[src/rtl/pwm_dac_scheduler.sv]
// pwm_dac_scheduler: round-robin sharing of a PWM DAC code input.
// New codes land only on a frame boundary and are held for a minimum number of frames.
module pwm_dac_scheduler #(
    parameter int NREQ        = 4,
    parameter int WIDTH       = 12,
    parameter int HOLD_FRAMES = 1
) (
    input  logic                  clk,
    input  logic                  rst,
    input  logic                  frame_start,
    input  logic [NREQ-1:0]       req,
    input  logic [NREQ*WIDTH-1:0] code_in,
    output logic [WIDTH-1:0]      dac_code,
    output logic                  dac_load,
    output logic [NREQ-1:0]       gnt,
    output logic [NREQ-1:0]       ack,
    output logic                  busy
);

    localparam int PW = $clog2(NREQ);

    typedef enum logic [1:0] {
        IDLE,
        ARB,
        WAIT_FRAME,
        HOLD
    } state_t;

    state_t            state;
    state_t            state_nx;
    logic [PW-1:0]     ptr;
    logic [PW-1:0]     arb_idx;
    logic [PW-1:0]     idx;
    logic              arb_hit;
    logic [NREQ-1:0]   arb_oh;
    logic [NREQ-1:0]   stage_oh;
    logic [WIDTH-1:0]  staged;
    logic [7:0]        hold_cnt;

    // Round-robin search: first set req bit after ptr, wrapping.
    always_comb begin
        arb_hit = 1'b0;
        arb_idx = '0;
        idx     = '0;
        arb_oh  = '0;
        for (int i = 1; i <= NREQ; i++) begin
            idx = PW'((int'(ptr) + i) % NREQ);
            if (!arb_hit && req[idx]) begin
                arb_hit = 1'b1;
                arb_idx = idx;
            end
        end
        if (arb_hit) begin
            arb_oh[arb_idx] = 1'b1;
        end
    end

    // Next-state logic; ARB with no surviving request falls back to IDLE.
    always_comb begin
        state_nx = state;
        case (state)
            IDLE: begin
                if (|req) begin
                    state_nx = ARB;
                end
            end
            ARB: begin
                state_nx = arb_hit ? WAIT_FRAME : IDLE;
            end
            WAIT_FRAME: begin
                if (frame_start) begin
                    state_nx = HOLD;
                end
            end
            HOLD: begin
                if (hold_cnt == 8'd0) begin
                    state_nx = IDLE;
                end
            end
            default: state_nx = IDLE;
        endcase
    end

    // State register.
    always_ff @(posedge clk or posedge rst) begin
        if (rst) begin
            state <= IDLE;
        end else begin
            state <= state_nx;
        end
    end

    // Staging, DAC output register, pulses and hold counter.
    always_ff @(posedge clk or posedge rst) begin
        if (rst) begin
            ptr      <= PW'(NREQ - 1);
            staged   <= '0;
            stage_oh <= '0;
            dac_code <= '0;
            dac_load <= 1'b0;
            gnt      <= '0;
            ack      <= '0;
            hold_cnt <= 8'd0;
        end else begin
            dac_load <= 1'b0;
            ack      <= '0;
            if (state == ARB && arb_hit) begin
                staged   <= code_in[int'(arb_idx)*WIDTH +: WIDTH];
                ptr      <= arb_idx;
                stage_oh <= arb_oh;
                ack      <= arb_oh;
            end
            if (state == WAIT_FRAME && frame_start) begin
                dac_code <= staged;
                gnt      <= stage_oh;
                dac_load <= 1'b1;
                hold_cnt <= 8'(HOLD_FRAMES - 1);
            end
            if (state == HOLD && hold_cnt != 8'd0 && frame_start) begin
                hold_cnt <= hold_cnt - 8'd1;
            end
        end
    end

    assign busy = (state != IDLE);

endmodule
[config.mk]
export PLATFORM = sky130hd
export DESIGN_NAME = pwm_dac_scheduler
export DESIGN_NICKNAME = d
export VERILOG_FILES = /design/src/rtl/pwm_dac_scheduler.sv
export SDC_FILE = /design/constraint.sdc
export NUM_CORES = 1
export LEC_CHECK = 0
export CORE_UTILIZATION = 35
export CTS_CLUSTER_DIAMETER = 40
export DETAILED_ROUTE_END_ITERATION = 12
export HOLD_SLACK_MARGIN = 0.08
export PLACE_DENSITY = 0.71
export SYNTH_ARGS = -nofsm -noshare
export SYNTH_HDL_FRONTEND = slang
export SYNTH_SLANG_ARGS = --single-unit
[constraint.sdc]
create_clock -name clk -period 3.2 [get_ports clk]
set_input_delay 0.48 -clock clk [delete_from_list [all_inputs] [get_ports clk]]
set_output_delay 0.48 -clock clk [all_outputs]
set_load 0.01 [all_outputs]
==> metrics <==
status complete, no violations; switch share between 30% and 40%; synth warn 0; synthesized area between 2000 and 3000 µm²; post-DR wirelength/cell ~14 µm; DP HPWL 4.56 mm; syn_nets 310; CTS HTree Levels 2; Async SR Flop Fraction 100%; worst reg2reg path depth 5; register bit total from synthesis 49; total I/O pin count 77; Cells after Synth 253; Worst Hold Endpoint gnt[1]; Starting Density roughly 37%; DIE AREA between 7000 and 8000 µm²; Max Freq 392 MHz; post-route clock period utilization 79.7%; clk_lat worst skew 0.31 ns; Post-synth EDFFs 0; sw power 1.13 mW; TritonCTS buffer count 5; internal power ~1.8 mW; area delta synth->final 36.5%; Final Hold Viols 0; Commonest cells post-synth nand2_1 (57), dfrtp_1 (47), nor2_1 (24); Setup Viol. Count Final 0; clock share of power 15.3%; P_leak roughly 1.5 nW; Synth Flop Type dfrtp_1; fillcell total approximately 630; multi-input logic area 1210 µm²; GR Overflow Total 0; GPL Wtd Cong a little over 0.8; Port-buffer cells 76; Die X 87.5 µm; Max Cap Violations 0; TritonCTS clock tree yes; n_diodes 0; share of layout cells above drive strength 1 12.5%; critical path endpoint category flip-flop; Detailed Routing Iterations Pass 1 4; worst r2r src ptr[0]; ranking of synthesized cells by area dfrtp_1 (46%), nand2_1 (8.4%), a211oi_2 (7.8%), mux2i_1 (5.5%), and4_1 (4.1%); postcts setup bufs 0; TNS Setup 0 ns; clk slew on worst S/H paths about 0.090 ns; first-pass GRT wire length just under 10 mm; Slew Limit Fails 0; vias per cell between 4 and 5; root buffer cell clkbuf_8; Critical Path Start Type input port; Crit Path Category in2reg; top-area cell type share of the netlist area 46.0%; register area roughly 1200 µm²; total clock sinks just under 50; Die Height between 80 and 90 µm; sequential fraction of the synthesis area slightly below 50%; nets@finish roughly 380; most common cell in the netlist nand2_1; routed vias 2097; Yosys top cell by area dfrtp_1; pre-CTS WS 0.331 ns; placed cell area around 3400 µm²; post-route cell area between 3000 and 4000 µm²; worst setup margin roughly 0.65 ns; Core Area 6940 µm²; post-route minimum period 2.55 ns; Power Total between 2 and 3 mW; DRC viols 0; Max IR drop VDD roughly 0.00035 V; Mean Syn Cell Area between 10 and 15 µm²; Flop pwr share a little under two fifths; antenna violations before repair 0; Slew headroom between 20% and 30%; num rows 30; Yosys cell types 43; FF-to-FF End staged[9]; Worst Hold Launch gnt[1]; R2R Setup Slk 0.70 ns; Final ANT Viol Nets 0; Tightest Pin Transition 1.10 ns; RSZ-0062 raised after global routing false; Logic pwr share between 40 and 50%; power per standard cell area around 840 nW/µm²; largest net degree at the start of global routing 50; Max Buffers Root-to-Sink 2; DRT Wirelength between 5 and 6 mm; Final Skew 0.00710 ns; Crit Path Max Fanout 14; worst hold path type reg2reg; Hold Buf Count CTS 0; vias in the first global route 1986; Worst EP required 3.33 ns; drt first-iter violations ~80; crit path DAT 2.68 ns; All-Layer GR Usage 16.7%; Hold Path Stages 2; post-cts sizing count 0
## per-stage QoR
stage	instances	hold WS [ns]	utilization, %
2_1_floorplan	253	0.439	-
3_3_place_gp	415	0.454	48.6
3_5_place_dp	415	0.458	48.6
4_1_cts	423	0.481	50.3
5_1_grt	423	0.510	50.3
6_report	423	0.476	50.3
## sequential cells by signal, indices dropped and copies added (netlist names), named ones only
signal    flops
stage_oh      4
dac_load      1
hold_cnt      8
ack           4
state         1
dac_code     12
gnt           4
ptr           2
staged       12
## critical path, cell delays in order
cell and delay (ns):
clkdlybuf4s50_1 0.46, and2b_1 0.23, o21ai_2 0.38, nand3_1 0.61, a211oi_1 0.43, a211oi_1 0.09
## how the worst max path moves through the flow
stage	from	slack (ns)	end	depth (start not counted)
2_1_floorplan	req[2]	1.37	stage_oh[0]	7
3_3_place_gp	req[3]	0.46	staged[8]	6
3_5_place_dp	req[3]	0.33	staged[9]	6
4_1_cts	req[3]	0.66	staged[9]	6
5_1_grt	req[3]	0.50	staged[9]	6
6_report	req[3]	0.65	staged[9]	6
## cells in the final DEF, fill, tap and decap left out, types with 3 or more instances in the layout
| cell | Yosys | routed |
|---|---|---|
| clkbuf_8 | 0 | 5 |
| a21o_1 | 5 | 5 |
| or2_2 | 3 | 3 |
| mux2i_1 | 14 | 14 |
| and4_1 | 12 | 12 |
| inv_1 | 5 | 4 |
| clkdlybuf4s50_1 | 0 | 76 |
| nand3_1 | 5 | 5 |
| nor2b_1 | 3 | 3 |
| nor2_1 | 24 | 24 |
| dfrtp_1 | 47 | 47 |
| o21ai_0 | 8 | 8 |
| a211oi_1 | 8 | 8 |
| o21ai_1 | 3 | 3 |
| a211oi_2 | 16 | 16 |
| nand2_1 | 57 | 57 |
| buf_4 | 1 | 4 |
## power groups by stage
stage          logic (mW)  clock network, mW  registers, mW
3_5_place_dp         1.38                  0           1.12
3_3_place_gp         1.35                  0           1.12
5_1_grt              1.53              0.490           1.15
4_1_cts              1.39              0.458           1.11
2_1_floorplan       0.922                  0           1.11
6_report             1.38              0.450           1.11
## metal layers
metal	track usage (%)	vias up	part of all wire [%]
met5	0	-	0
li1	-	1038	-
met1	24.1	982	49
met4	4.92	0	1.3
met2	25.3	68	45
met3	3.22	9	5.1
## kinds of logic after synthesis
kind of cell / count (synthesis) / synth area share [%]
compound gates: 46 / 16.6
xor+xnor: 2 / 0.685
fa+ha+maj: 2 / 0.978
buf+inv: 20 / 4.45
flops: 49 / 48.0
mux: 14 / 5.48
simple gates: 120 / 23.8
## layout make-up
class                           count  share of cell area (%)
Timing Repair Buffer               80                    22.6
Clock buffer                        5                    1.97
Multi-Input combinational cell    184                    34.8
Inverter                            6                   0.645
Sequential cell                    49                    35.2
Clock inverter                      3                    1.33
Tap cell                           96                    3.44
No activity file was read; power rests on OpenSTA's default activity.
